==> src/rtl/tick_timer_scheduler_if.sv <==
// rtl/tick_timer_scheduler_if.sv - command port bundle for the tick timer scheduler
interface tick_timer_scheduler_if #(
  parameter int CH_W  = 2,
  parameter int CNT_W = 8
);
  logic             cmd_valid;
  logic [1:0]       cmd_op;
  logic [CH_W-1:0]  cmd_ch;
  logic [CNT_W-1:0] cmd_load;
  logic             cmd_periodic;

  modport master (
    output cmd_valid, cmd_op, cmd_ch, cmd_load, cmd_periodic
  );

  modport slave (
    input cmd_valid, cmd_op, cmd_ch, cmd_load, cmd_periodic
  );
endinterface

==> src/rtl/tick_timer_scheduler.sv <==
// rtl/tick_timer_scheduler.sv - N-channel countdown timers sharing one periodic tick
// A command on a channel takes priority over that channel's tick in the same cycle.
module tick_timer_scheduler #(
  parameter int N_CH  = 4,
  parameter int CH_W  = 2,
  parameter int CNT_W = 8
) (
  input  logic                 clkin,
  input  logic                 reset_n,
  input  logic                 tick,
  tick_timer_scheduler_if.slave cmd,
  input  logic [N_CH-1:0]      ack,
  input  logic [CH_W-1:0]      rd_ch,
  output logic [CNT_W-1:0]     rd_count,
  output logic [1:0]           rd_state,
  output logic [N_CH-1:0]      active,
  output logic [N_CH-1:0]      expire,
  output logic [N_CH-1:0]      pending,
  output logic                 irq,
  output logic                 cmd_err
);

  localparam logic [1:0] ST_IDLE  = 2'b00;
  localparam logic [1:0] ST_RUN   = 2'b01;
  localparam logic [1:0] ST_PAUSE = 2'b10;

  localparam logic [1:0] OP_START  = 2'b00;
  localparam logic [1:0] OP_STOP   = 2'b01;
  localparam logic [1:0] OP_PAUSE  = 2'b10;

  logic [N_CH-1:0][1:0]       state_q, state_d;
  logic [N_CH-1:0][CNT_W-1:0] cnt_q, cnt_d;
  logic [N_CH-1:0][CNT_W-1:0] load_q, load_d;
  logic [N_CH-1:0]            periodic_q, periodic_d;
  logic [N_CH-1:0]            expire_q, expire_d;
  logic [N_CH-1:0]            pending_q, pending_d;
  logic                       irq_q, irq_d;
  logic                       cmd_err_q, cmd_err_d;

  always_comb begin
    state_d    = state_q;
    cnt_d      = cnt_q;
    load_d     = load_q;
    periodic_d = periodic_q;
    expire_d   = '0;
    cmd_err_d  = cmd.cmd_valid && (32'(cmd.cmd_ch) >= N_CH);

    for (int i = 0; i < N_CH; i++) begin
      if (cmd.cmd_valid && (cmd.cmd_ch == CH_W'(i))) begin
        case (cmd.cmd_op)
          OP_START: begin
            if (cmd.cmd_load != '0) begin
              load_d[i]     = cmd.cmd_load;
              cnt_d[i]      = cmd.cmd_load;
              periodic_d[i] = cmd.cmd_periodic;
              state_d[i]    = ST_RUN;
            end else begin
              cmd_err_d = 1'b1;
            end
          end
          OP_STOP: begin
            state_d[i] = ST_IDLE;
            cnt_d[i]   = '0;
          end
          OP_PAUSE: begin
            if (state_q[i] == ST_RUN) state_d[i] = ST_PAUSE;
            else                      cmd_err_d  = 1'b1;
          end
          default: begin
            if (state_q[i] == ST_PAUSE) state_d[i] = ST_RUN;
            else                        cmd_err_d  = 1'b1;
          end
        endcase
      end else if (tick && (state_q[i] == ST_RUN)) begin
        if (cnt_q[i] > CNT_W'(1)) begin
          cnt_d[i] = cnt_q[i] - CNT_W'(1);
        end else begin
          expire_d[i] = 1'b1;
          if (periodic_q[i]) begin
            cnt_d[i] = load_q[i];
          end else begin
            cnt_d[i]   = '0;
            state_d[i] = ST_IDLE;
          end
        end
      end
    end

    // A new expiry beats a simultaneous ack so no event is ever lost.
    pending_d = (pending_q & ~ack) | expire_d;
    irq_d     = |pending_d;
  end

  always_comb begin
    rd_count = '0;
    rd_state = ST_IDLE;
    for (int i = 0; i < N_CH; i++) begin
      if (rd_ch == CH_W'(i)) begin
        rd_count = cnt_q[i];
        rd_state = state_q[i];
      end
    end
  end

  always_comb begin
    active = '0;
    for (int i = 0; i < N_CH; i++) begin
      active[i] = (state_q[i] != ST_IDLE);
    end
  end

  always_ff @(posedge clkin or negedge reset_n) begin
    if (!reset_n) begin
      state_q    <= '0;
      cnt_q      <= '0;
      load_q     <= '0;
      periodic_q <= '0;
      expire_q   <= '0;
      pending_q  <= '0;
      irq_q      <= 1'b0;
      cmd_err_q  <= 1'b0;
    end else begin
      state_q    <= state_d;
      cnt_q      <= cnt_d;
      load_q     <= load_d;
      periodic_q <= periodic_d;
      expire_q   <= expire_d;
      pending_q  <= pending_d;
      irq_q      <= irq_d;
      cmd_err_q  <= cmd_err_d;
    end
  end

  assign expire  = expire_q;
  assign pending = pending_q;
  assign irq     = irq_q;
  assign cmd_err = cmd_err_q;

endmodule
==> src/flat_wrapper.sv <==
// flat-port wrapper written by rule: the top's interface ports become plain ports
module tick_timer_scheduler_flat 
#(
  parameter int N_CH  = 4,
  parameter int CH_W  = 2,
  parameter int CNT_W = 8
)
  (clkin, reset_n, tick, ack, rd_ch, rd_count, rd_state, active, expire, pending, irq, cmd_err, cmd_cmd_valid, cmd_cmd_op, cmd_cmd_ch, cmd_cmd_load, cmd_cmd_periodic);
  tick_timer_scheduler_if #(.CH_W(CH_W), .CNT_W(CNT_W)) cmd_i ();
  input  logic clkin;
  input  logic reset_n;
  input  logic tick;
  input  logic [N_CH-1:0] ack;
  input  logic [CH_W-1:0] rd_ch;
  output logic [CNT_W-1:0] rd_count;
  output logic [1:0] rd_state;
  output logic [N_CH-1:0] active;
  output logic [N_CH-1:0] expire;
  output logic [N_CH-1:0] pending;
  output logic irq;
  output logic cmd_err;
  input wire logic [$bits(cmd_i.cmd_valid)-1:0] cmd_cmd_valid;
  input wire logic [$bits(cmd_i.cmd_op)-1:0] cmd_cmd_op;
  input wire logic [$bits(cmd_i.cmd_ch)-1:0] cmd_cmd_ch;
  input wire logic [$bits(cmd_i.cmd_load)-1:0] cmd_cmd_load;
  input wire logic [$bits(cmd_i.cmd_periodic)-1:0] cmd_cmd_periodic;
  assign cmd_i.cmd_valid = cmd_cmd_valid;
  assign cmd_i.cmd_op = cmd_cmd_op;
  assign cmd_i.cmd_ch = cmd_cmd_ch;
  assign cmd_i.cmd_load = cmd_cmd_load;
  assign cmd_i.cmd_periodic = cmd_cmd_periodic;
  tick_timer_scheduler #(.N_CH(N_CH), .CH_W(CH_W), .CNT_W(CNT_W)) u_core (.clkin(clkin), .reset_n(reset_n), .tick(tick), .cmd(cmd_i), .ack(ack), .rd_ch(rd_ch), .rd_count(rd_count), .rd_state(rd_state), .active(active), .expire(expire), .pending(pending), .irq(irq), .cmd_err(cmd_err));
endmodule
==> config.mk <==
export PLATFORM = sky130hd
export DESIGN_NAME = tick_timer_scheduler_flat
export DESIGN_NICKNAME = d
export VERILOG_FILES = /design/src/rtl/tick_timer_scheduler_if.sv /design/src/rtl/tick_timer_scheduler.sv /design/src/flat_wrapper.sv
export SDC_FILE = /design/constraint.sdc
export NUM_CORES = 1
export LEC_CHECK = 0
export CORE_MARGIN = 4
export CORE_UTILIZATION = 55
export CTS_BUF_LIST = sky130_fd_sc_hd__clkbuf_8
export DETAILED_ROUTE_END_ITERATION = 7
export PLACE_DENSITY = 0.77
export RECOVER_POWER = 25
export REMOVE_ABC_BUFFERS = 1
export SYNTH_ARGS = -nofsm -noshare
export SYNTH_HDL_FRONTEND = slang
export SYNTH_SLANG_ARGS = --single-unit
==> constraint.sdc <==
create_clock -name clkin -period 3.7 [get_ports clkin]
set_clock_uncertainty 0.15 [all_clocks]
set_input_delay 0.925 -clock clkin [delete_from_list [all_inputs] [get_ports clkin]]
set_output_delay 0.925 -clock clkin [all_outputs]
set_load 0.02 [all_outputs]
Word level (Yosys, flattened, before mapping)
Cells that the tools add are included.
{"block": "totals", "elab_cells": 191, "input_bits": 23, "out_inout_bits": 24, "ff_bits": 86}
{"block": "classes", "muxes": 87, "addsub": 4, "bitwise": 3, "eq_ne": 40, "n_reduce_logical": 33, "n_lt_le_gt_ge": 4}
{"op": "8-bit two-way mux", "n": 21}
{"op": "2-bit two-way mux", "n": 29}
{"op": "3-bit inequality test (second input constant)", "n": 12}
{"op": "8-bit by 1-bit > comparator with 1-bit output (second input constant)", "n": 4}
{"op": "8-bit by 1-bit subtractor with 8-bit output (second input constant)", "n": 4}
{"op": "1-bit two-way mux", "n": 28}
{"op": "2-bit one-hot mux with 3 select lines", "n": 4}
{"op": "3-bit AND reduction", "n": 8}
{"op": "6-bit AND reduction", "n": 4}
{"op": "5-bit inequality test (second input constant)", "n": 4}
{"op": "2-bit == test (second input constant)", "n": 9}
{"op": "8-bit one-hot mux with 2 select lines", "n": 1}
{"op": "2-bit nonzero test", "n": 8}
{"op": "2-bit by 1-bit == test with 1-bit output (second input constant)", "n": 7}
{"op": "1-bit one-hot mux with 3 select lines", "n": 4}
{"op": "1-bit logical AND", "n": 8}
{"op": "2-bit by 1-bit inequality test with 1-bit output (second input constant)", "n": 4}
{"op": "2-bit inequality test (second input constant)", "n": 4}
{"op": "8-bit nonzero test", "n": 1}
{"op": "2-bit logical NOT", "n": 3}
{"op": "4-bit AND", "n": 1}
{"op": "4-bit inverter", "n": 1}
{"op": "4-bit bitwise OR", "n": 1}
{"op": "4-bit OR reduction", "n": 1}

Longest topological paths before layout
Gate-level depths: netlist (run 1).
{"block": "logic_depth", "ltp_word": 13, "mapped_depth": 8, "ltp_nobuf": 7}

Worst setup path before layout (run 1)
No wires, ideal clock.
{"block": "synth_timing", "kind": "input to output", "from": "input port rd_ch[1]", "to": "output port rd_count[4]", "required_time_ns": 2.625, "n_path_buf": 1, "slack_ns": 0.485, "path_stages": 2, "arrival_time_ns": 2.140, "cell_sequence": "clkbuf_1 mux4_1"}
{"block": "synth_between", "elab_chain_len": 5, "elab_cells_between_ends": 8, "cone_classes": "eq/ne: 3; mux: 4; reduce/logical: 1"}
{"item": "from (decl)", "line": "flat_wrapper.sv:14", "text": "input logic [CH_W-1:0] rd_ch;"}
{"item": "2-bit logical NOT", "line": "tick_timer_scheduler.sv:98", "text": "if (rd_ch == CH_W'(i)) begin"}
{"item": "8-bit two-way mux (3 in a row)", "line": "tick_timer_scheduler.sv:98"}
{"item": "8-bit two-way mux *", "line": "tick_timer_scheduler.sv:98"}
{"item": "to (decl)", "line": "flat_wrapper.sv:15", "text": "output logic [CNT_W-1:0] rd_count;"}
Mark *: on every way between the ends. The rest lies on a longest branch, timed or not.

Worst setup path in the final report (run 1)
Same ends and word-level chain as after synthesis.

==> results.sh, run 1 <==
export IMPL_finalHoldViolCount=0
export IMPL_path_class="in2out"
export IMPL_postRouteWirelength_um=16000
export IMPL_fin_crit_sh_pct=96.2
export IMPL_grt_util_all_layers_pct=29.6
export IMPL_seq_area_frac_synth_pct=40.7
export IMPL_antenna_found_initial=1
export IMPL_areaGrowthSynthToFinish_pct=17.3
export IMPL_cts_htree_levels=3
export IMPL_min_period_ps=3560
export IMPL_rsz0062_at_grt="false"
export IMPL_tightest_slew_ps=2130
export IMPL_synthArstFlopShare_pct=100
export IMPL_nNetsFinal=637
export IMPL_ys_warnings_count=0
export IMPL_yosys_top_cells_count="86 x dfrtp_1, 47 x nor2_1, 45 x mux2_2, 44 x nand2_1, 35 x a21oi_1"
export IMPL_synth_top_area_share_pct=40.7
export IMPL_fin_ws_ps=140
export IMPL_pwr_density_cell_nw_per_um2=669
export IMPL_required_ps=2620
export IMPL_relSlewSlack_pct=-41.8
export IMPL_synth_edff_count=0
export IMPL_overflow=0
export IMPL_synth_area_top_cells="dfrtp_1 41%, mux2_2 9.6%, mux4_2 3.8%, nor2_1 3.3%, a21oi_1 3.3%"
export IMPL_design_core_area_um2=9280
export IMPL_cp_start_kind="primary input"
export IMPL_max_freq_ghz=0.281
export IMPL_die_w_um=106
export IMPL_layout_area_seq_um2=2150
export IMPL_setup_viol=0
export IMPL_post_drt_wl_per_cell_um=21.7
export IMPL_grt_pass1_wl_um=25700
export IMPL_grt_pass1_vias=4674
export IMPL_io_pins=47
export IMPL_drv_slew=87
export IMPL_port_buffers=46
export IMPL_cts_tree="built"
export IMPL_synthAdderAreaFrac_pct=2.84
export IMPL_diodes=0
export IMPL_ys_seq_elements=86
export IMPL_whs_ps=366
export IMPL_status="complete, but fails checks"
export IMPL_gp_congestion=0.963
export IMPL_clock_path_buffers=2
export IMPL_yosysMostFrequentCell="dfrtp_1"
export IMPL_drc=0
export IMPL_synthSimpleGateAreaFrac_pct=16.2
export IMPL_synth_avg_cell_area_um2=9.59
export IMPL_drtPass1Iterations=7
export IMPL_setup_tns_ps=0
export IMPL_synth_cell_types=62
export IMPL_multiInputGateArea_um2=2900
export IMPL_clk_pin_slew_worst_paths_ps=90
export IMPL_vdd_drop_max_v=0.000413
export IMPL_violations="capacitance limit, slew limit"
export IMPL_power_w=0.00415
export IMPL_via_per_inst=6.51
export IMPL_drtIter0Drc=471
export IMPL_fill_cells=768
export IMPL_fin_area_um2=6200
export IMPL_dieArea_um2=11200
export IMPL_ctsHoldBuffers=0
export IMPL_muxShareOfSynthArea_pct=15.4
export IMPL_clock_sinks=86
export IMPL_netlist_instances=551
export IMPL_p_leak_nw=2.73
export IMPL_critPathMaxFanout=10
export IMPL_dpl_worst_slack_ps=-85.1
export IMPL_clk_latency_ps=350
export IMPL_drive_gt1_share_pct=18.5
export IMPL_synth_top_family_by_area="compound AO/OA/AOI/OAI gates"
export IMPL_drtAntennaViolNets=0
export IMPL_cp_arrival_ps=2480
export IMPL_yosysTopAreaCell="dfrtp_1"
export IMPL_placed_area_um2=5970
export IMPL_vias=4788
export IMPL_holdCritPathClass="reg2reg"
export IMPL_fp_row_count=35
export IMPL_synth_xor_area_share_pct=1.49
export IMPL_syn_cell_area_um2=5290
export IMPL_die_y_um=106
export IMPL_max_cap_viol_count=1
export IMPL_synth_ff_type="dfrtp_1"
export IMPL_cts_root_buf="clkbuf_8"
export IMPL_grt_max_degree=87
export IMPL_synth_compound_area_share_pct=18.9
export IMPL_dpl_hpwl_um=11600
export IMPL_initial_core_util_pct=56.9
export IMPL_crit_path_end_kind="output pin"
export IMPL_numCtsBuffers=9
[area by class of cell]
| cell class | instances | share of cell area (%) |
|---|---|---|
| clock buffer | 10 | 2.22 |
| timing repair buffer | 71 | 10.4 |
| sequential | 86 | 34.7 |
| multi-input combinational | 409 | 46.8 |
| clock inverter | 6 | 1.78 |
| tap | 129 | 2.60 |
| inverter | 25 | 1.51 |
[where the power goes]
part,switching [W],total (W),internal [W]
Sequential,0.000465,0.00167,0.00120
Combinational,0.000850,0.00166,0.000812
Clock,0.000350,0.000817,0.000466
Total,0.00167,0.00415,0.00248
[cell families after synthesis]
family                     count (synthesis)
xor gates and xnor gates                   9
buffers and inverters                     56
adders and majority gates                 12
muxes                                     63
and+or+nand+nor                          175
AOI/OAI and AO/OA                        150
DFF                                       86
[worst paths after layout]
check | start | to | slack, ps | cells past startpoint
setup / recovery | rd_ch[1] | rd_count[4] | 140 | 4
hold / removal | u_core.load_q[13] | u_core.load_q[13] | 370 | 1
setup reg to reg | u_core.cnt_q[20] | u_core.state_q[4] | 990 | 5
hold reg to reg | u_core.load_q[13] | u_core.load_q[13] | 370 | 1
max in group asynchronous | reset_n | u_core.load_q[27] | 1110 | 1
min in group asynchronous | reset_n | u_core.cnt_q[10] | 1030 | 1
[placed cells by master (no fill, tap or decap), drive strengths merged, types with 5 or more instances in the layout]
master	count
dfrtp	86
nor2	47
mux2	45
nand2	44
a21oi	36
clkdlybuf4s50	35
o21ai	27
inv	26
buf	25
nand3	16
a31oi	16
nor3	12
ha	12
nor2b	11
clkbuf	11
or2	10
o211ai	10
dlygate4sd2	10
mux4	10
mux2i	8
nor4	7
nand2b	7
xnor2	7
a21o	7
and3	6
a211oi	6
o31a	6
o22ai	5
a22o	5
[metrics by stage]
stage                     cells  utilization [%]
final                       736             66.8
after global routing        736             66.8
after detailed placement    720             64.3
after CTS                   736             66.8
after global placement      720             64.3
after floorplan             520                -
[flip-flops by register name (all words and copies together), names as in the netlist]
signal / cells
u_core.irq: 1
u_core.cmd_err: 1
u_core.load_q: 32
u_core.expire: 4
u_core.cnt_q: 32
u_core.pending: 4
u_core.periodic_q: 4
u_core.state_q: 8
[routing by layer]
| metal | wire [um] | GRT usage [%] | part of all wire, % | up-vias |
|---|---|---|---|---|
| li1 | - | - | - | 2118 |
| met1 | 6660 | 40.7 | 42 | 2319 |
| met2 | 7150 | 46.4 | 45 | 295 |
| met3 | 1590 | 6.86 | 9.9 | 56 |
| met4 | 595 | 9.99 | 3.7 | 0 |
| met5 | 0 | 0 | 0 | - |
[critical path, stage by stage]
cell and delay (ps):
clkdlybuf4s50_1 510, buf_12 160, mux4_1 550, dlygate4sd2_1 340
[what timing repair did]
item	in CTS	in global routing
endpoints found under the setup margin	10	0
gates resized for setup	10	0
setup buffers	0	0
Power figures use the tool's default switching activity.
==> inputs of run 2 (changes only) <==
Settings changed: CAP_MARGIN set to 40.
==> run 2 against run 1 <==
  * The run still ends with capacitance limit, slew limit left
  * Sequential power is essentially flat
  * Cell count stayed put
  * Non-clock buffer count rose by 1
  * Largest cell class unchanged
  * Highest routed layer is now met5
==> results.sh, run 2 (synthesis results as in run 1) <==
export IMPL_holdCritPathClass="reg2reg"
export IMPL_whs_ps=364
export IMPL_diodes=0
export IMPL_post_drt_wl_per_cell_um=21.4
export IMPL_path_class="in2out"
export IMPL_drive_gt1_share_pct=18.5
export IMPL_critPathMaxFanout=10
export IMPL_drtIter0Drc=454
export IMPL_cp_start_kind="primary input"
export IMPL_fill_cells=784
export IMPL_finalHoldViolCount=0
export IMPL_via_per_inst=6.44
export IMPL_drtPass1Iterations=6
export IMPL_postRouteWirelength_um=15800
export IMPL_port_buffers=46
export IMPL_fin_crit_sh_pct=95.9
export IMPL_clk_pin_slew_worst_paths_ps=80
export IMPL_areaGrowthSynthToFinish_pct=16.9
export IMPL_max_freq_ghz=0.282
export IMPL_fp_row_count=35
export IMPL_drtAntennaViolNets=0
export IMPL_cts_resized=10
export IMPL_clock_path_buffers=2
export IMPL_drv_slew=29
export IMPL_cts_tree="built"
export IMPL_drc=0
export IMPL_reg_top3="u_core.cnt_q x32, u_core.load_q x32, u_core.state_q x8"
export IMPL_min_period_ps=3550
export IMPL_tightest_slew_ps=1640
export IMPL_numCtsBuffers=9
export IMPL_io_pins=47
export IMPL_multiInputGateArea_um2=2900
export IMPL_relSlewSlack_pct=-9.30
export IMPL_antenna_found_initial=1
export IMPL_violations="capacitance limit, slew limit"
export IMPL_dieArea_um2=11200
export IMPL_mostFrequentLayoutCell="dfrtp_1"
export IMPL_vdd_drop_max_v=0.000404
export IMPL_clk_latency_ps=360
export IMPL_die_y_um=106
export IMPL_overflow=0
export IMPL_rsz0062_at_grt="false"
export IMPL_setup_viol=0
export IMPL_grt_util_all_layers_pct=28.9
export IMPL_grt_max_degree=59
export IMPL_dpl_hpwl_um=11700
export IMPL_layout_area_seq_um2=2150
export IMPL_nNetsFinal=638
export IMPL_status="complete, but fails checks"
export IMPL_fin_ws_ps=151
export IMPL_cts_setup_buffers=0
export IMPL_die_w_um=106
export IMPL_initial_core_util_pct=56.9
export IMPL_grt_pass1_wl_um=25100
export IMPL_clock_sinks=86
export IMPL_required_ps=2620
export IMPL_max_cap_viol_count=1
export IMPL_vias=4741
export IMPL_pwr_density_cell_nw_per_um2=649
export IMPL_dpl_worst_slack_ps=-84.3
export IMPL_final_cell_mix="86 x dfrtp_1, 47 x nor2_1, 45 x mux2_2, 44 x nand2_1"
export IMPL_grt_pass1_vias=4539
export IMPL_cts_root_buf="clkbuf_8"
export IMPL_design_core_area_um2=9280
export IMPL_gp_congestion=0.963
export IMPL_ctsHoldBuffers=0
export IMPL_p_leak_nw=2.71
export IMPL_cp_arrival_ps=2470
export IMPL_cts_htree_levels=3
export IMPL_crit_path_end_kind="output pin"
==> run 2: cell count changes in the layout (fill, tap and decap cells not counted), sizes merged <==
| cell | before | now |
|---|---|---|
| inv | 26 | 25 |
| buf | 25 | 26 |
| bufinv | 3 | 1 |
| clkinv | 1 | 3 |
==> run 2: worst max-delay path, stage by stage <==
cell and delay [ps]:
clkdlybuf4s50_1 500, buf_12 160, mux4_1 550, dlygate4sd2_1 340
==> run 2: per-layer routing <==
layer / GRT usage [%] / share of wire [%] / vias to the layer above
li1: - / - / 2119
met3: 7.35 / 10 / 47
met2: 43.4 / 44 / 301
met5: 0 / 0.082 / -
met1: 40.4 / 42 / 2272
met4: 11.0 / 3.8 / 2
==> run 2: final cells by class <==
cell class	count	share of cell area [%]
Clock buffer	10	2.23
Clock inverter	5	0.972
Inverter	25	1.52
Multi-Input combinational cell	409	47.0
Sequential cell	86	34.8
Tap cell	129	2.61
Timing Repair Buffer	72	10.8
==> run 2: worst paths after layout <==
check | from | to | slack (ps) | cells past startpoint
worst max-delay path | rd_ch[1] | rd_count[4] | 150 | 4
max in group asynchronous | reset_n | u_core.load_q[0] | 1580 | 2
worst max register to register | u_core.cnt_q[20] | u_core.state_q[4] | 970 | 5
worst min register to register | u_core.load_q[26] | u_core.load_q[26] | 360 | 1
min in group asynchronous | reset_n | u_core.irq | 810 | 1
worst min-delay path | u_core.load_q[26] | u_core.load_q[26] | 360 | 1
==> run 2: power breakdown <==
group / leakage, nW / internal (W) / switching, W / total (W)
sequential: 1.08 / 0.00120 / 0.000461 / 0.00167
clock: 0.0983 / 0.000328 / 0.000357 / 0.000685
combinational: 1.54 / 0.000813 / 0.000842 / 0.00166
==> run 2: per-stage QoR <==
step / util [%] / std cells / power (W) / TNS (ps) / area (um^2)
after floorplan: - / 520 / 0.00271 / 0 / 5150
after global placement: 64.3 / 720 / 0.00326 / -275 / 5970
after detailed placement: 64.6 / 721 / 0.00333 / -309 / 6000
after CTS: 66.6 / 736 / 0.00397 / 0 / 6180
after global routing: 66.5 / 736 / 0.00425 / 0 / 6180
final: 66.5 / 736 / 0.00401 / 0 / 6180
